## src/rtl/wb_stage.sv

```systemverilog
// Write-back stage: register-file commit, local CP0 registers, exception/interrupt flush.
// Optional Count/Compare timer interrupt enabled by defining TIMER_INT_EN.
module wb_stage #(
  parameter logic [31:0] EXC_VECTOR = 32'hBFC0_0380,
  parameter int          COUNT_DIV  = 2
) (
  input  logic         clk,
  input  logic         reset,
  input  logic         ms_to_ws_valid,
  input  logic [129:0] ms_to_ws_bus,
  output logic         ws_allowin,
  input  logic [5:0]   ext_int,
  output logic [3:0]   rf_we,
  output logic [4:0]   rf_waddr,
  output logic [31:0]  rf_wdata,
  output logic [9:0]   stall_ws_bus,
  output logic [32:0]  forward_ws_bus,
  output logic         flush,
  output logic [31:0]  flush_pc,
  output logic         ws_entryhi_hazard,
  output logic [2:0]   tlb_op,
  output logic         cp0_ext_wen,
  output logic [7:0]   cp0_ext_addr,
  output logic [31:0]  cp0_ext_wdata,
  input  logic [31:0]  cp0_ext_rdata,
  output logic [31:0]  debug_wb_pc,
  output logic [3:0]   debug_wb_rf_wen,
  output logic [4:0]   debug_wb_rf_wnum,
  output logic [31:0]  debug_wb_rf_wdata
);
  localparam logic [7:0] ADDR_BADVADDR = 8'h40;
  localparam logic [7:0] ADDR_COUNT    = 8'h48;
  localparam logic [7:0] ADDR_COMPARE  = 8'h58;
  localparam logic [7:0] ADDR_STATUS   = 8'h60;
  localparam logic [7:0] ADDR_CAUSE    = 8'h68;
  localparam logic [7:0] ADDR_EPC      = 8'h70;

  logic         ws_valid_r;
  logic [129:0] bus_r;
  logic         entryhi_wen_s, tlbr_s, tlbwi_s, tlbp_s, bd_s, exc_s, eret_s, cp0_wen_s, res_from_cp0_s;
  logic [31:0]  badvaddr_s, result_s, pc_s;
  logic [7:0]   exc_type_s, cp0_addr_s;
  logic [3:0]   gr_we_s;
  logic [4:0]   dest_s;

  assign {entryhi_wen_s, tlbr_s, tlbwi_s, tlbp_s, badvaddr_s, bd_s, exc_s, exc_type_s, eret_s,
          cp0_wen_s, res_from_cp0_s, cp0_addr_s, gr_we_s, dest_s, result_s, pc_s} = bus_r;

  logic [7:0]  status_im_r;
  logic        status_exl_r, status_ie_r;
  logic        cause_bd_r;
  logic [7:0]  cause_ip_r;
  logic [4:0]  cause_code_r;
  logic [31:0] epc_r, badvaddr_r;
  logic [31:0] count_s, compare_s;
  logic        ti_s;

  logic        int_take_s, eff_exc_s, eret_take_s, cp0_wr_s, badv_upd_s, is_local_s, flush_s;
  logic [4:0]  exc_code_s;
  logic [31:0] status_rd_s, cause_rd_s, cp0_rdata_s, rf_wdata_s;
  logic [3:0]  rf_we_s;

  assign int_take_s  = ws_valid_r && status_ie_r && !status_exl_r && |(cause_ip_r & status_im_r);
  assign eff_exc_s   = ws_valid_r && (exc_s || int_take_s);
  assign eret_take_s = ws_valid_r && eret_s && !eff_exc_s;
  assign cp0_wr_s    = cp0_wen_s && ws_valid_r && !eff_exc_s;
  assign flush_s     = eff_exc_s || eret_take_s;

  // Exception code selection; an interrupt outranks every bus exception
  always_comb begin
    exc_code_s = 5'd0;
    if (int_take_s)         exc_code_s = 5'd0;
    else if (exc_type_s[6]) exc_code_s = 5'd4;
    else if (exc_type_s[7]) exc_code_s = 5'd10;
    else if (exc_type_s[1]) exc_code_s = 5'd12;
    else if (exc_type_s[3]) exc_code_s = 5'd8;
    else if (exc_type_s[2]) exc_code_s = 5'd9;
    else if (exc_type_s[5]) exc_code_s = 5'd4;
    else if (exc_type_s[4]) exc_code_s = 5'd5;
    else                    exc_code_s = 5'd0;
  end

  assign badv_upd_s  = (exc_code_s == 5'd4) || (exc_code_s == 5'd5);
  assign status_rd_s = {9'd0, 1'b1, 6'd0, status_im_r, 6'd0, status_exl_r, status_ie_r};
  assign cause_rd_s  = {cause_bd_r, ti_s, 14'd0, cause_ip_r, 1'b0, cause_code_r, 2'd0};

  // CP0 read mux; anything not held locally comes from the TLB block
  always_comb begin
    cp0_rdata_s = cp0_ext_rdata;
    is_local_s  = 1'b1;
    case (cp0_addr_s)
      ADDR_BADVADDR: cp0_rdata_s = badvaddr_r;
      ADDR_COUNT:    cp0_rdata_s = count_s;
      ADDR_COMPARE:  cp0_rdata_s = compare_s;
      ADDR_STATUS:   cp0_rdata_s = status_rd_s;
      ADDR_CAUSE:    cp0_rdata_s = cause_rd_s;
      ADDR_EPC:      cp0_rdata_s = epc_r;
      default: begin
        cp0_rdata_s = cp0_ext_rdata;
        is_local_s  = 1'b0;
      end
    endcase
  end

  assign rf_wdata_s = res_from_cp0_s ? cp0_rdata_s : result_s;
  assign rf_we_s    = (ws_valid_r && !eff_exc_s) ? gr_we_s : 4'd0;

  // Pipeline latch from the memory stage; a flush discards the incoming instruction
  always_ff @(posedge clk or posedge reset) begin
    if (reset) begin
      ws_valid_r <= 1'b0;
      bus_r      <= 130'd0;
    end else begin
      ws_valid_r <= flush_s ? 1'b0 : ms_to_ws_valid;
      if (ms_to_ws_valid) bus_r <= ms_to_ws_bus;
    end
  end

  // Status/Cause/EPC/BadVAddr update: exception, then ERET, then mtc0
  always_ff @(posedge clk or posedge reset) begin
    if (reset) begin
      status_im_r  <= 8'd0;
      status_exl_r <= 1'b0;
      status_ie_r  <= 1'b0;
      cause_bd_r   <= 1'b0;
      cause_ip_r   <= 8'd0;
      cause_code_r <= 5'd0;
      epc_r        <= 32'd0;
      badvaddr_r   <= 32'd0;
    end else begin
      cause_ip_r[7:2] <= {ext_int[5] | ti_s, ext_int[4:0]};
      if (eff_exc_s) begin
        status_exl_r <= 1'b1;
        cause_code_r <= exc_code_s;
        if (!status_exl_r) begin
          epc_r      <= bd_s ? (pc_s - 32'd4) : pc_s;
          cause_bd_r <= bd_s;
        end
        if (badv_upd_s) badvaddr_r <= badvaddr_s;
      end else if (eret_take_s) begin
        status_exl_r <= 1'b0;
      end else if (cp0_wr_s) begin
        case (cp0_addr_s)
          ADDR_STATUS: begin
            status_im_r  <= result_s[15:8];
            status_exl_r <= result_s[1];
            status_ie_r  <= result_s[0];
          end
          ADDR_CAUSE: cause_ip_r[1:0] <= result_s[9:8];
          ADDR_EPC:   epc_r <= result_s;
          default:    epc_r <= epc_r;
        endcase
      end
    end
  end

`ifdef TIMER_INT_EN
  logic        tick_r, ti_r, count_inc_s, wr_count_s, wr_compare_s;
  logic [31:0] count_r, compare_r, count_nxt_s;

  assign wr_count_s   = cp0_wr_s && (cp0_addr_s == ADDR_COUNT);
  assign wr_compare_s = cp0_wr_s && (cp0_addr_s == ADDR_COMPARE);
  assign count_inc_s  = (COUNT_DIV == 1) ? 1'b1 : tick_r;

  // Next Count value: software write beats the divided increment
  always_comb begin
    count_nxt_s = count_r;
    if (wr_count_s)       count_nxt_s = result_s;
    else if (count_inc_s) count_nxt_s = count_r + 32'd1;
    else                  count_nxt_s = count_r;
  end

  // Count/Compare/TI state; a Compare write clears TI even on a match
  always_ff @(posedge clk or posedge reset) begin
    if (reset) begin
      tick_r    <= 1'b0;
      count_r   <= 32'd0;
      compare_r <= 32'd0;
      ti_r      <= 1'b0;
    end else begin
      tick_r  <= wr_count_s ? 1'b0 : ~tick_r;
      count_r <= count_nxt_s;
      if (wr_compare_s) begin
        compare_r <= result_s;
        ti_r      <= 1'b0;
      end else if (count_nxt_s == compare_r) begin
        ti_r <= 1'b1;
      end
    end
  end

  assign count_s   = count_r;
  assign compare_s = compare_r;
  assign ti_s      = ti_r;
`else
  assign count_s   = 32'd0;
  assign compare_s = 32'd0;
  assign ti_s      = 1'b0;
`endif

  assign ws_allowin        = 1'b1;
  assign rf_we             = rf_we_s;
  assign rf_waddr          = dest_s;
  assign rf_wdata          = rf_wdata_s;
  assign stall_ws_bus      = {ws_valid_r && |gr_we_s, {4{ws_valid_r}} & gr_we_s, dest_s};
  assign forward_ws_bus    = {ws_valid_r && |gr_we_s, rf_wdata_s};
  assign flush             = flush_s;
  assign flush_pc          = eff_exc_s ? EXC_VECTOR : (eret_take_s ? epc_r : 32'd0);
  assign ws_entryhi_hazard = ws_valid_r && entryhi_wen_s;
  assign tlb_op            = (ws_valid_r && !eff_exc_s) ? {tlbr_s, tlbwi_s, tlbp_s} : 3'd0;
  assign cp0_ext_wen       = cp0_wr_s && !is_local_s;
  assign cp0_ext_addr      = cp0_addr_s;
  assign cp0_ext_wdata     = result_s;
  assign debug_wb_pc       = pc_s;
  assign debug_wb_rf_wen   = rf_we_s;
  assign debug_wb_rf_wnum  = dest_s;
  assign debug_wb_rf_wdata = rf_wdata_s;
endmodule

```

## config.mk

```make
export PLATFORM = sky130hd
export DESIGN_NAME = wb_stage
export DESIGN_NICKNAME = d
export VERILOG_FILES = /design/src/rtl/wb_stage.sv
export SDC_FILE = /design/constraint.sdc
export NUM_CORES = 1
export LEC_CHECK = 0
export BUFFER_PORTS_ARGS = -buffer_cell sky130_fd_sc_hd__buf_4
export CAP_MARGIN = 15
export CORE_MARGIN = 5
export CORE_UTILIZATION = 39
export DETAILED_ROUTE_END_ITERATION = 7
export RECOVER_POWER = 100
export SYNTH_ARGS = -nofsm -noshare
export SYNTH_HDL_FRONTEND = slang
export SYNTH_SLANG_ARGS = --single-unit
```

## constraint.sdc

```tcl
create_clock -name clk -period 12.2 [get_ports clk]
set_input_delay 2.44 -clock clk [delete_from_list [all_inputs] [get_ports clk]]
set_output_delay 2.44 -clock clk [all_outputs]
set_load 0.03 [all_outputs]
```

* Word-level counts from Yosys, hierarchy flattened
Cells that the tools add are included.
** Storage, ports and cells
- Word-level logic and storage cells :: 85
- Bits of input ports :: 171
- Flip-flop bits (word level) :: 219
- Output and inout port bits :: 236
** Cells by class
- Bitwise operators :: 5
- $add $sub $neg :: 1
- Eq/ne operators :: 10
- Muxes and demuxes :: 26
- Reductions and logical operators :: 32
** Operator list (count)
- 32-bit 2-to-1 mux :: 9
- 32-bit case mux with 5 select lines :: 1
- 8-bit by 7-bit equality test with 1-bit output (second input constant) :: 6
- 32-bit by 3-bit subtractor with 32-bit output (second input constant) :: 1
- 4-bit 2-to-1 mux :: 6
- 1-bit logical AND :: 12
- 4-bit AND reduction :: 3
- 5-bit by 3-bit equality test with 1-bit output (second input constant) :: 2
- 3-bit 2-to-1 mux :: 3
- 8-bit bitwise AND :: 1
- 8-bit OR reduction :: 1
- 1-bit 2-to-1 mux :: 6
- 2-bit AND reduction :: 3
- 3-bit nonzero test :: 2
- 6-bit OR reduction :: 1
- 5-bit 2-to-1 mux :: 1
- 4-bit bitwise AND :: 1
- 2-bit inequality test (second input constant) :: 2
- 2-bit nonzero test :: 2
- 4-bit OR reduction :: 1
- 1-bit logical NOT :: 3
- 1-bit logical OR :: 3
- 1-bit NOT :: 3
- 2-bit OR reduction :: 1

* Depth between registers and ports, before layout
Gate-level depths: netlist of run 1.
- Depth after elaboration :: 11
- Mapped depth :: 8
- Gate-level depth less buffers :: 7

* Worst setup path before layout of run 1
OpenSTA, ideal clock, no wires.
- Kind :: input -> output
- Start point :: input cp0_ext_rdata[0]
- End point :: output forward_ws_bus[0]
- Required time :: 9.760 ns
- Stages :: 3
- Path buffers :: 1
- Path slack :: 6.083 ns
- Data arrival time :: 3.677 ns
- Cells stage by stage :: nor2_1 > o31ai_1 > buf_4
** Between the ends
- Cells in the longest elaborated chain, start to end :: 2
** Ends and longest elaborated chain
- from (decl) :: line 25 : input logic [31:0] cp0_ext_rdata,
- 32-bit case mux with 5 select lines :: line 91 : case (cp0_addr_s)
- 32-bit 2-to-1 mux :: line 105 : assign rf_wdata_s = res_from_cp0_s ? cp0_rdata_s : result_s;
- to (decl) :: line 17 : output logic [32:0] forward_ws_bus,
No other way between the ends.

* Worst setup path in the final report of run 1
- Start point :: register bus_r[77]
- End point :: output forward_ws_bus[22]
** Between the ends
- Cells in the longest elaborated chain, start to end :: 4
- Elaborated cells on any way between the ends :: 9
- Those cells by class :: eq/ne (6); mux (2); reduce/logical (1)
** Ends and longest elaborated chain
- from (decl) :: line 39 : logic [129:0] bus_r;
- from (signal assigned) :: line 115 : if (ms_to_ws_valid) bus_r <= ms_to_ws_bus;
- 8-bit by 7-bit equality test with 1-bit output :: line 91
- 2-bit OR reduction (no source line)
- 32-bit case mux with 5 select lines * :: line 91
- 32-bit 2-to-1 mux * :: line 105
Mark *: on every way between the ends. The rest lies on a longest branch, timed or not.

==> impl_results.html, run 1 <==
<table>
<tr><th>Metric</th><th>Value</th></tr>
<tr><th colspan="2">Run status</th></tr>
<tr><td>Run status</td><td>finished, violations left</td></tr>
<tr><td>Failing checks</td><td>max-capacitance violations, max-slew violations</td></tr>
<tr><th colspan="2">Detailed routing</th></tr>
<tr><td>Count of antenna-violating nets left after detailed routing</td><td>0</td></tr>
<tr><td>Detailed-route wire length</td><td>around 40000 um</td></tr>
<tr><td>Routed vias</td><td>~9200</td></tr>
<tr><td>DRC viols</td><td>0</td></tr>
<tr><td>Via-to-Cell Ratio</td><td>~5.3</td></tr>
<tr><td>Detail-routed net length per standard cell</td><td>around 23 um</td></tr>
<tr><td>Detailed Routing Iterations Pass 1</td><td>5</td></tr>
<tr><td>Number of DRC markers in iteration 0</td><td>600</td></tr>
<tr><th colspan="2">Floorplan</th></tr>
<tr><td>Width of the chip</td><td>between 150 and 200 um</td></tr>
<tr><td>Floorplan core area</td><td>approximately 30000 sq um</td></tr>
<tr><td>Die Area</td><td>about 34000 sq um</td></tr>
<tr><td>Number of top-level pins</td><td>between 400 and 500</td></tr>
<tr><td>Vertical extent of the die</td><td>184.5 um</td></tr>
<tr><td>Initial core utilization</td><td>approximately 39%</td></tr>
<tr><td>Row count</td><td>64</td></tr>
<tr><th colspan="2">Worst setup path</th></tr>
<tr><td>Most frequent CP cell</td><td>sky130_fd_sc_hd__clkbuf_1</td></tr>
<tr><td>Crit. End Element</td><td>output pin</td></tr>
<tr><td>Type of origin of the critical path</td><td>flop</td></tr>
<tr><td>Crit path largest cell delay</td><td>~2.2 ns</td></tr>
<tr><td>Highest-delay cell along the critical path</td><td>sky130_fd_sc_hd__o311ai_0</td></tr>
<tr><td>Worst Path Buf+Inv</td><td>3</td></tr>
<tr><td>CP Cell Sequence</td><td>inv_1 -&gt; o311ai_0 -&gt; clkbuf_1 -&gt; a221oi_1 -&gt; a31oi_1 -&gt; clkbuf_1</td></tr>
<tr><td>Crit Path Category</td><td>flop to output pin</td></tr>
<tr><td>Kind of cell adding the most delay to the critical path</td><td>compound AO/OA/AOI/OAI gates</td></tr>
<tr><td>Required time of the critical path</td><td>9.76 ns</td></tr>
<tr><td>Crit-path max FO</td><td>22</td></tr>
<tr><td>Critical path arrival</td><td>5.97 ns</td></tr>
<tr><th colspan="2">Synth</th></tr>
<tr><td>Syn_nets</td><td>about 1300</td></tr>
<tr><td>Share of synthesized area spent on multiplexers</td><td>approximately 17%</td></tr>
<tr><td>Syn Std Cell Area</td><td>approximately 12000 sq um</td></tr>
<tr><td>Number of distinct library cells after synthesis</td><td>between 60 and 70</td></tr>
<tr><td>Sequential element share of the synthesized area</td><td>45.70%</td></tr>
<tr><td>Number of warnings printed during yosys synthesis</td><td>0</td></tr>
<tr><td>Average size of a mapped cell</td><td>10.92 sq um</td></tr>
<tr><td>Post-synthesis share of cell area spent on xor and xnor gates</td><td>~1.6%</td></tr>
<tr><td>Adder and majority cell fraction of the synthesized area</td><td>less than 1%</td></tr>
<tr><td>Most instantiated flip-flop cell in the synthesis netlist</td><td>sky130_fd_sc_hd__dfrtp_1</td></tr>
<tr><td>Share of synthesized registers carrying an async set or reset</td><td>100.0%</td></tr>
<tr><td>Main combinational cell family by area after synthesis</td><td>multiplexers</td></tr>
<tr><td>Number of enable-type register cells in the synthesized netlist</td><td>0</td></tr>
<tr><td>Flop and latch count out of synthesis</td><td>about 220</td></tr>
<tr><td>Synth Instances</td><td>between 1000 and 1500</td></tr>
<tr><td>Fraction of the mapped netlist area in compound gates</td><td>between 10 and 15%</td></tr>
<tr><td>Area fraction in and, or, nand and nor cells after synthesis</td><td>a little under an eighth</td></tr>
<tr><th colspan="2">Place</th></tr>
<tr><td>Final weighted congestion of routability-driven global placement</td><td>0.8276</td></tr>
<tr><td>Detailed-placement wirelength estimate</td><td>about 29000 um</td></tr>
<tr><td>Pre-CTS WS</td><td>5.953 ns</td></tr>
<tr><td>Count of input and output buffers</td><td>approximately 400</td></tr>
<tr><td>Placed Cells incl. Taps</td><td>1683</td></tr>
<tr><th colspan="2">Final layout</th></tr>
<tr><td>Final core occ</td><td>a little under half</td></tr>
<tr><td>Number of nets in the layout</td><td>~1500</td></tr>
<tr><td>Most common library cell in the layout ignoring fill and taps</td><td>sky130_fd_sc_hd__clkbuf_1</td></tr>
<tr><td>Final Non-Filler Cells</td><td>around 1700</td></tr>
<tr><td>Growth of design area from synthesis to finish</td><td>18.17%</td></tr>
<tr><td>Fill cell instance count of the final layout</td><td>between 3000 and 4000</td></tr>
<tr><td>Top library cells by usage in the layout, fill and taps aside</td><td>sky130_fd_sc_hd__clkbuf_1 (224), sky130_fd_sc_hd__dfrtp_1 (216), sky130_fd_sc_hd__buf_4 (197), sky130_fd_sc_hd__mux2_2 (161), sky130_fd_sc_hd__nand2_1 (70)</td></tr>
<tr><td>Fraction of final layout cells with drive strength greater than 1</td><td>about a third</td></tr>
<tr><td>Inserted Diodes</td><td>0</td></tr>
<tr><th colspan="2">STA</th></tr>
<tr><td>Least-Margin Pin Slew</td><td>between 5 and 6 ns</td></tr>
<tr><td>Setup Total Neg Slack</td><td>0 ns</td></tr>
<tr><td>Worst path setup slack after routing</td><td>3.790 ns</td></tr>
<tr><td>Skew final</td><td>about 0.013 ns</td></tr>
<tr><td>Hold WS</td><td>about 0.47 ns</td></tr>
<tr><td>Final number of setup-violating endpoints</td><td>0</td></tr>
<tr><td>Fmax</td><td>roughly 120 MHz</td></tr>
<tr><td>Final Critical Period</td><td>around 8.4 ns</td></tr>
<tr><td>Hold Vio Cnt, Final</td><td>0</td></tr>
<tr><td>Max_slew headroom</td><td>-268.7%</td></tr>
<tr><td>Share of the clock period used by the worst path</td><td>between 60 and 70%</td></tr>
<tr><td>Setup repair after global routing missed its margin</td><td>no</td></tr>
<tr><td>Max Slew Vio Count</td><td>417</td></tr>
<tr><th colspan="2">CTS</th></tr>
<tr><td>PostCTS Resize Cnt</td><td>0</td></tr>
<tr><td>CTS Hold Bufs</td><td>0</td></tr>
<tr><td>Maximum level of the CTS H-tree</td><td>1</td></tr>
<tr><td>CTS Buf Count</td><td>25</td></tr>
<tr><td>Clock latency on the worst-skew pair</td><td>between 0.5 and 0.6 ns</td></tr>
<tr><td>Maximum buffer depth of the clock tree</td><td>3</td></tr>
<tr><td>Buffer cell driving the clock tree root</td><td>sky130_fd_sc_hd__clkbuf_16</td></tr>
<tr><td>Buffers inserted by post-CTS timing repair</td><td>0</td></tr>
<tr><td>CTS tree</td><td>done</td></tr>
<tr><td>Clock-pin slew on the worst setup and hold paths</td><td>0.06 ns</td></tr>
<tr><td>Clock tree sinks</td><td>around 220</td></tr>
<tr><th colspan="2">GRT</th></tr>
<tr><td>GR Util All Layers</td><td>21.92%</td></tr>
<tr><td>Vias in the first global route</td><td>around 9200</td></tr>
<tr><td>Maximum number of pins on one net before global-route repair</td><td>~120</td></tr>
<tr><td>Initial antenna violation count</td><td>2</td></tr>
<tr><td>Met3 GRT Util</td><td>under 10%</td></tr>
<tr><td>Global routing met2 resource utilization</td><td>38.09%</td></tr>
<tr><td>Leftover overflow at the end of global routing</td><td>0</td></tr>
<tr><td>GR Util met1</td><td>between 20 and 30%</td></tr>
<tr><td>Wire length of the first global-routing pass</td><td>roughly 57000 um</td></tr>
<tr><td>Most used routing layer in global routing</td><td>met2</td></tr>
<tr><th colspan="2">Power</th></tr>
<tr><td>Static leakage</td><td>approximately 6.0 nW</td></tr>
<tr><td>Power density relative to cell area</td><td>~170 nW/um^2</td></tr>
<tr><td>Maximum vdd drop</td><td>around 0.10 mV</td></tr>
<tr><th colspan="2">Hold path</th></tr>
<tr><td>Path type of the worst min-delay path</td><td>flop to flop</td></tr>
<tr><th colspan="2">Job</th></tr>
<tr><td>Number of maximum-capacitance constraint violations</td><td>8</td></tr>
</table>
==> metrics by stage <==
stage,instance area [sq um],power [mW]
after floorplan,11880,1.486
after global placement,14130,1.700
after detailed placement,14130,1.713
after CTS,14930,2.468
after global routing,14040,2.490
final,14040,2.376
==> flip-flops by register name, summed over array words and instances (netlist names) <==
| name | count |
|---|---|
| badvaddr_r | 32 |
| bus_r | 129 |
| cause_bd_r | 1 |
| cause_code_r | 4 |
| cause_ip_r | 8 |
| epc_r | 32 |
| status_exl_r | 1 |
| status_ie_r | 1 |
| status_im_r | 8 |
| ws_valid_r | 1 |
==> where the power goes <==
part / internal (mW) / switching [mW] / leakage (nW)
clock network: 0.438 / 0.312 / 0.387
logic: 0.231 / 0.379 / 3.05
registers: 0.866 / 0.151 / 2.59
total: 1.54 / 0.841 / 6.03
==> metal layers <==
layer  part of all wire (%)  vias to the layer above
met5                  0.033                        -
met1                     41                     4552
li1                       -                     4207
met4                    2.0                        2
met3                    7.4                       52
met2                     49                      343
==> cells by family after synthesis <==
kind of cell    Yosys count
compound gates          186
xor+xnor                 22
fa+ha+maj                 1
buf+inv                 233
flops                   217
mux                     179
other cells               1
simple gates            249
==> tightest hold or removal path: cells and delay by family, from the launching register on <==
| family | cells | cell delay, ns |
|---|---|---|
| DFF | 1 | 0.35 |
| and+or+nand+nor | 2 | 0.10 |
==> final timing paths <==
| check | start | end | slack, ns | depth (start not counted) |
|---|---|---|---|---|
| max | bus_r[77]$_DFFE_PP0P_ | forward_ws_bus[22] | 3.79 | 6 |
| min | cause_bd_r$_DFFE_PP0P_ | cause_bd_r$_DFFE_PP0P_ | 0.47 | 2 |
| max reg2reg | ws_valid_r$_DFF_PP0_ | epc_r[9]$_DFFE_PP0P_ | 6.81 | 5 |
| min reg2reg | cause_bd_r$_DFFE_PP0P_ | cause_bd_r$_DFFE_PP0P_ | 0.47 | 2 |
| max in group asynchronous | reset | bus_r[66]$_DFFE_PP0P_ | 4.39 | 4 |
| min in group asynchronous | reset | bus_r[109]$_DFFE_PP0P_ | 3.62 | 2 |
==> Yosys cell counts (5+ instances only) <==
library cell                instances  area, sq um
sky130_fd_sc_hd__and3_1             6        37.54
sky130_fd_sc_hd__nor2_1            47        176.4
sky130_fd_sc_hd__a221o_1            7        70.07
sky130_fd_sc_hd__inv_1             12        45.04
sky130_fd_sc_hd__nand2_1           70        262.8
sky130_fd_sc_hd__a21oi_1           31        155.2
sky130_fd_sc_hd__nand3_1           13        65.06
sky130_fd_sc_hd__nor4_4             6        127.6
sky130_fd_sc_hd__a221oi_1          16        140.1
sky130_fd_sc_hd__clkbuf_1          42        157.7
sky130_fd_sc_hd__a222oi_1          16        160.2
sky130_fd_sc_hd__xor2_1             7        61.31
sky130_fd_sc_hd__mux2_2           161         1813
sky130_fd_sc_hd__a22oi_1            6        45.04
sky130_fd_sc_hd__buf_4            157         1179
sky130_fd_sc_hd__buf_2             18        90.09
sky130_fd_sc_hd__o2bb2ai_1         13        113.9
sky130_fd_sc_hd__nor3_1            18        90.09
sky130_fd_sc_hd__dfrtp_1          217         5430
sky130_fd_sc_hd__o21ai_0           46        230.2
sky130_fd_sc_hd__and2_1            35        219.0
sky130_fd_sc_hd__mux2i_1           18        180.2
sky130_fd_sc_hd__a21o_1             5        37.54
sky130_fd_sc_hd__o22ai_1           13        81.33
sky130_fd_sc_hd__nor4_1            10        62.56
sky130_fd_sc_hd__a211oi_1           9        67.56
sky130_fd_sc_hd__xnor2_1           15        131.4
==> layout make-up <==
type | instances | area, sq um | share of cell area, %
sequential | 217 | 5431 | 38.69
inverter | 12 | 46.29 | 0.3297
clock inverter | 9 | 100.1 | 0.7129
timing repair buffer | 420 | 2342 | 16.68
clock buffer | 36 | 696.9 | 4.964
tap | 396 | 495.5 | 3.529
multi-input combinational | 638 | 4927 | 35.09
(Power assumes the default switching activity.)
==> run 2, diff against run 1 <==
Settings changed: ABC_AREA set to 1.
Clock period 12.2 ns to 8.6 ns, I/O delays scaled along.
==> run 2 against run 1 <==
- the run still ends with max-capacitance violations, max-slew violations left
- utilization decreased by 0.15 points
- critical path depth increased by 2
- setup slack got worse by 1.3 ns
- critical endpoint is now badvaddr_r[15]$_DFFE_PP0P_
- largest cell class unchanged
==> impl_results.html, run 2 <==
<table>
<tr><th>Metric</th><th>Value</th></tr>
<tr><th colspan="2">Power</th></tr>
<tr><td>Maximum vdd drop</td><td>0.1314 mV (was 0.1000 mV)</td></tr>
<tr><td>Post-layout total power</td><td>3.358 mW (was 2.376 mW)</td></tr>
<tr><td>Power density relative to cell area</td><td>231.3 nW/um^2 (was 169.3 nW/um^2)</td></tr>
<tr><td>Static leakage</td><td>7.469 nW (was 6.029 nW)</td></tr>
<tr><th colspan="2">Final layout</th></tr>
<tr><td>Inserted Diodes</td><td>0 (unchanged)</td></tr>
<tr><td>Final cell area excluding filler cells</td><td>14510 sq um (was 14040 sq um)</td></tr>
<tr><td>Final Non-Filler Cells</td><td>2393 (was 1728)</td></tr>
<tr><td>Number of nets in the layout</td><td>2142 (was 1486)</td></tr>
<tr><td>Most common library cell in the layout ignoring fill and taps</td><td>sky130_fd_sc_hd__nand2_1 (was sky130_fd_sc_hd__clkbuf_1)</td></tr>
<tr><td>Register with the highest flop count</td><td>bus_r (unchanged)</td></tr>
<tr><td>Final core occ</td><td>46.11% (was 46.26%)</td></tr>
<tr><td>Top library cells by usage in the layout, fill and taps aside</td><td>sky130_fd_sc_hd__nand2_1 (715), sky130_fd_sc_hd__clkbuf_1 (248), sky130_fd_sc_hd__dfrtp_1 (217), sky130_fd_sc_hd__inv_1 (173), sky130_fd_sc_hd__buf_4 (170) (was sky130_fd_sc_hd__clkbuf_1 (224), sky130_fd_sc_hd__dfrtp_1 (216), sky130_fd_sc_hd__buf_4 (197), sky130_fd_sc_hd__mux2_2 (161), sky130_fd_sc_hd__nand2_1 (70))</td></tr>
<tr><td>Growth of design area from synthesis to finish</td><td>17.12% (was 18.17%)</td></tr>
<tr><td>Largest register FFs</td><td>129 (unchanged)</td></tr>
<tr><td>Registers with the most flip-flops</td><td>bus_r x129, badvaddr_r x32, epc_r x32 (unchanged)</td></tr>
<tr><td>Fraction of final layout cells with drive strength greater than 1</td><td>11.25% (was 32.13%)</td></tr>
<tr><th colspan="2">CTS</th></tr>
<tr><td>CTS Buf Count</td><td>27 (was 25)</td></tr>
<tr><td>Clock-pin slew on the worst setup and hold paths</td><td>0.06 ns (about the same)</td></tr>
<tr><td>Buffers inserted by post-CTS timing repair</td><td>0 (unchanged)</td></tr>
<tr><td>CTS Hold Bufs</td><td>0 (unchanged)</td></tr>
<tr><td>Clock latency on the worst-skew pair</td><td>0.54 ns (was 0.53 ns)</td></tr>
<tr><td>Maximum buffer depth of the clock tree</td><td>3 (unchanged)</td></tr>
<tr><td>CTS tree</td><td>done (unchanged)</td></tr>
<tr><td>Clock tree sinks</td><td>217 (unchanged)</td></tr>
<tr><td>Maximum level of the CTS H-tree</td><td>1 (unchanged)</td></tr>
<tr><td>PostCTS Resize Cnt</td><td>0 (unchanged)</td></tr>
<tr><td>Buffer cell driving the clock tree root</td><td>sky130_fd_sc_hd__clkbuf_16 (unchanged)</td></tr>
<tr><th colspan="2">Synth</th></tr>
<tr><td>Number of warnings printed during yosys synthesis</td><td>0 (unchanged)</td></tr>
<tr><td>Biggest area contributors in the synthesized netlist</td><td>sky130_fd_sc_hd__dfrtp_1 (44%), sky130_fd_sc_hd__nand2_1 (22%), sky130_fd_sc_hd__buf_4 (10%) (was sky130_fd_sc_hd__dfrtp_1 (46%), sky130_fd_sc_hd__mux2_2 (15%), sky130_fd_sc_hd__buf_4 (9.9%))</td></tr>
<tr><td>Sequential element share of the synthesized area</td><td>43.82% (was 45.70%)</td></tr>
<tr><td>Number of enable-type register cells in the synthesized netlist</td><td>0 (unchanged)</td></tr>
<tr><td>Number of distinct library cells after synthesis</td><td>32 (was 66)</td></tr>
<tr><td>Syn Std Cell Area</td><td>12390 sq um (was 11880 sq um)</td></tr>
<tr><td>Portion of synthesized cell area occupied by the leading cell type</td><td>43.82% (was 45.70%)</td></tr>
<tr><td>Ranking of synthesized cells by instance count</td><td>sky130_fd_sc_hd__nand2_1 (712), sky130_fd_sc_hd__dfrtp_1 (217), sky130_fd_sc_hd__inv_1 (173), sky130_fd_sc_hd__buf_4 (165), sky130_fd_sc_hd__o21ai_0 (165) (was sky130_fd_sc_hd__dfrtp_1 (217), sky130_fd_sc_hd__mux2_2 (161), sky130_fd_sc_hd__buf_4 (157), sky130_fd_sc_hd__nand2_1 (70), sky130_fd_sc_hd__nor2_1 (47))</td></tr>
<tr><td>Synth area leader</td><td>sky130_fd_sc_hd__dfrtp_1 (unchanged)</td></tr>
<tr><td>Flop and latch count out of synthesis</td><td>217 (unchanged)</td></tr>
<tr><td>Most instantiated flip-flop cell in the synthesis netlist</td><td>sky130_fd_sc_hd__dfrtp_1 (unchanged)</td></tr>
<tr><td>Share of synthesized registers carrying an async set or reset</td><td>100.0% (unchanged)</td></tr>
<tr><td>Syn_nets</td><td>1928 (was 1260)</td></tr>
<tr><td>Synth Instances</td><td>1756 (was 1088)</td></tr>
<tr><td>Average size of a mapped cell</td><td>7.057 sq um (was 10.92 sq um)</td></tr>
<tr><td>Most used standard cell by instance count after synthesis</td><td>sky130_fd_sc_hd__nand2_1 (was sky130_fd_sc_hd__dfrtp_1)</td></tr>
<tr><th colspan="2">Worst setup path</th></tr>
<tr><td>Worst Path Buf+Inv</td><td>2 (was 3)</td></tr>
<tr><td>Timing startpoint of the critical path</td><td>ws_valid_r$_DFF_PP0_ (was bus_r[77]$_DFFE_PP0P_)</td></tr>
<tr><td>Type of origin of the critical path</td><td>flop (unchanged)</td></tr>
<tr><td>Most frequent CP cell</td><td>sky130_fd_sc_hd__nand2_1 (was sky130_fd_sc_hd__clkbuf_1)</td></tr>
<tr><td>Kind of cell adding the most delay to the critical path</td><td>simple AND/OR/NAND/NOR gates (was compound AO/OA/AOI/OAI gates)</td></tr>
<tr><td>Required time of the critical path</td><td>8.95 ns (was 9.76 ns)</td></tr>
<tr><td>Crit. End Element</td><td>flop (was output pin)</td></tr>
<tr><td>Reg2reg setup slack</td><td>2.45 ns (was 6.81 ns)</td></tr>
<tr><td>Crit path largest cell delay</td><td>1.66 ns (was 2.16 ns)</td></tr>
<tr><td>Highest-delay cell along the critical path</td><td>sky130_fd_sc_hd__nor2_1 (was sky130_fd_sc_hd__o311ai_0)</td></tr>
<tr><td>Worst r2r dst</td><td>badvaddr_r[15]$_DFFE_PP0P_ (was epc_r[9]$_DFFE_PP0P_)</td></tr>
<tr><td>Count of cell instances traversed by the critical path</td><td>8 (was 6)</td></tr>
<tr><td>Crit Path Category</td><td>flop to flop (was flop to output pin)</td></tr>
<tr><td>Critical Path Sink</td><td>badvaddr_r[15]$_DFFE_PP0P_ (was forward_ws_bus[22])</td></tr>
<tr><td>Crit-path max FO</td><td>53 (was 22)</td></tr>
<tr><td>CP Cell Sequence</td><td>inv_1 -&gt; nor3_1 -&gt; nand2_1 -&gt; nand2_1 -&gt; nand2_1 -&gt; nor2_1 -&gt; clkbuf_1 -&gt; o21ai_0 (was inv_1 -&gt; o311ai_0 -&gt; clkbuf_1 -&gt; a221oi_1 -&gt; a31oi_1 -&gt; clkbuf_1)</td></tr>
<tr><td>Worst reg-to-reg path cell count</td><td>8 (was 5)</td></tr>
<tr><td>Critical path arrival</td><td>6.50 ns (was 5.97 ns)</td></tr>
<tr><td>Startpoint of the most critical register-to-register path</td><td>ws_valid_r$_DFF_PP0_ (unchanged)</td></tr>
<tr><th colspan="2">STA</th></tr>
<tr><td>Max_slew headroom</td><td>-117.7% (was -268.7%)</td></tr>
<tr><td>Max Slew Vio Count</td><td>511 (was 417)</td></tr>
<tr><td>Setup Total Neg Slack</td><td>0 ns (unchanged)</td></tr>
<tr><td>Setup repair after global routing missed its margin</td><td>no (unchanged)</td></tr>
<tr><td>Share of the clock period used by the worst path</td><td>71.47%</td></tr>
<tr><td>Skew final</td><td>0.01333 ns (was 0.01284 ns)</td></tr>
<tr><td>Final Critical Period</td><td>roughly 6.1 ns</td></tr>
<tr><td>Final number of setup-violating endpoints</td><td>0 (unchanged)</td></tr>
<tr><td>Fmax</td><td>roughly 160 MHz</td></tr>
<tr><td>Least-Margin Pin Slew</td><td>3.247 ns (was 5.530 ns)</td></tr>
<tr><td>Hold WS</td><td>0.4724 ns (was 0.4732 ns)</td></tr>
<tr><td>Worst path setup slack after routing</td><td>2.454 ns (was 3.790 ns)</td></tr>
<tr><td>Hold Vio Cnt, Final</td><td>0 (unchanged)</td></tr>
<tr><th colspan="2">Floorplan</th></tr>
<tr><td>Width of the chip</td><td>188.3 um (was 184.5 um)</td></tr>
<tr><td>Vertical extent of the die</td><td>188.3 um (was 184.5 um)</td></tr>
<tr><td>Floorplan core area</td><td>31470 sq um (was 30350 sq um)</td></tr>
<tr><td>Number of top-level pins</td><td>407 (unchanged)</td></tr>
<tr><td>Row count</td><td>65 (was 64)</td></tr>
<tr><td>Die Area</td><td>35440 sq um (was 34060 sq um)</td></tr>
<tr><td>Initial core utilization</td><td>39.37% (was 39.15%)</td></tr>
<tr><th colspan="2">GRT</th></tr>
<tr><td>Initial antenna violation count</td><td>2 (unchanged)</td></tr>
<tr><td>Wire length of the first global-routing pass</td><td>67020 um (was 57450 um)</td></tr>
<tr><td>GR Util All Layers</td><td>23.78% (was 21.92%)</td></tr>
<tr><td>Maximum number of pins on one net before global-route repair</td><td>116 (was 124)</td></tr>
<tr><td>Leftover overflow at the end of global routing</td><td>0 (unchanged)</td></tr>
<tr><td>Vias in the first global route</td><td>11250 (was 9243)</td></tr>
<tr><th colspan="2">Place</th></tr>
<tr><td>Detailed-placement wirelength estimate</td><td>32850 um (was 28540 um)</td></tr>
<tr><td>Standard cell area after detailed placement</td><td>14540 sq um (was 14130 sq um)</td></tr>
<tr><td>Final weighted congestion of routability-driven global placement</td><td>0.9158 (was 0.8276)</td></tr>
<tr><td>Count of input and output buffers</td><td>404 (unchanged)</td></tr>
<tr><td>Placed Cells incl. Taps</td><td>2343 (was 1683)</td></tr>
<tr><td>Pre-CTS WS</td><td>4.071 ns (was 5.953 ns)</td></tr>
<tr><th colspan="2">Detailed routing</th></tr>
<tr><td>Met3 WL post-DR</td><td>2917 um (was 2932 um)</td></tr>
<tr><td>DRC viols</td><td>0 (unchanged)</td></tr>
<tr><td>Number of DRC markers in iteration 0</td><td>819 (was 600)</td></tr>
<tr><td>Via-to-Cell Ratio</td><td>4.830 (was 5.299)</td></tr>
<tr><td>Wire length the detailed router placed on met1</td><td>20250 um (was 16310 um)</td></tr>
<tr><td>Routed vias</td><td>11560 (was 9156)</td></tr>
<tr><td>Metal2 WL</td><td>19880 um (was 19420 um)</td></tr>
<tr><td>Detailed Routing Iterations Pass 1</td><td>5 (unchanged)</td></tr>
<tr><td>Uppermost metal layer occupied by signal nets</td><td>met5 (unchanged)</td></tr>
<tr><td>Count of antenna-violating nets left after detailed routing</td><td>0 (unchanged)</td></tr>
<tr><td>Detail-routed net length per standard cell</td><td>18.35 um (was 22.83 um)</td></tr>
<tr><td>Detailed-route wire length</td><td>43920 um (was 39450 um)</td></tr>
<tr><th colspan="2">Run status</th></tr>
<tr><td>Failing checks</td><td>max-capacitance violations, max-slew violations (unchanged)</td></tr>
<tr><td>Run status</td><td>finished, violations left (unchanged)</td></tr>
<tr><th colspan="2">Job</th></tr>
<tr><td>Number of maximum-capacitance constraint violations</td><td>9 (was 8)</td></tr>
<tr><th colspan="2">Hold path</th></tr>
<tr><td>Path type of the worst min-delay path</td><td>flop to flop (unchanged)</td></tr>
</table>
## run 2: cell count changes after synthesis, sizes merged, moves of 18 or more
cell	change
and2	-34
nor2	+66
mux2i	-18
inv	+162
nand3	+59
mux2	-161
nand2	+644
a221oi	-19
nor4	-19
o21ai	+121
a21oi	-25
## run 2: worst min-delay path, stage by stage (launching register included)
cell and delay [ns]:
sky130_fd_sc_hd__dfrtp_1 0.34, sky130_fd_sc_hd__nand2_1 0.05, sky130_fd_sc_hd__nand2_1 0.05
## run 2: worst min-delay path by stage
stage                            start                      end  slack (ns)  cells past startpoint
6_report        bus_r[129]$_DFFE_PP0P_   bus_r[129]$_DFFE_PP0P_        0.47                      2
5_1_grt        status_ie_r$_DFFE_PP0P_  status_ie_r$_DFFE_PP0P_        0.49                      2
3_3_place_gp    bus_r[117]$_DFFE_PP0P_   bus_r[117]$_DFFE_PP0P_        0.45                      2
2_1_floorplan  status_ie_r$_DFFE_PP0P_  status_ie_r$_DFFE_PP0P_        0.44                      2
3_5_place_dp     bus_r[97]$_DFFE_PP0P_    bus_r[97]$_DFFE_PP0P_        0.46                      2
4_1_cts         bus_r[119]$_DFFE_PP0P_   bus_r[119]$_DFFE_PP0P_        0.48                      2
## run 2: routing by layer
metal	up-vias	track usage, %
li1	5669	-
met1	5424	34.69
met2	403	37.11
met3	58	4.242
met4	4	5.336
met5	-	0
## run 2: cell type report
class                   instances  area [sq um]
well taps                     402         503.0
inverters                     174         654.4
fillers                      3544         16960
repair buffers                417          2228
multi-input cells            1133          4752
flip-flops and latches        217          5430
clock buffers                  42         802.0
clock inverters                 8         143.9
## run 2: cell families (layout without fill, tap and decap cells)
| group | Yosys count | count (layout) | synth area share, % |
|---|---|---|---|
| xor gates and xnor gates | 8 | 8 | 0.5655 |
| other | 1 | 1 | 0.03026 |
| buffers and inverters | 406 | 641 | 17.55 |
| and+or+nand+nor | 926 | 926 | 29.63 |
| DFF | 217 | 217 | 43.82 |
| adders and majority gates | 1 | 1 | 0.1010 |
| AOI/OAI and AO/OA | 197 | 197 | 8.300 |
## run 2: where the power goes
group	total [mW]	internal [mW]	switching [mW]
clock network	1.21	0.757	0.450
registers	1.31	1.19	0.118
logic	0.841	0.222	0.619
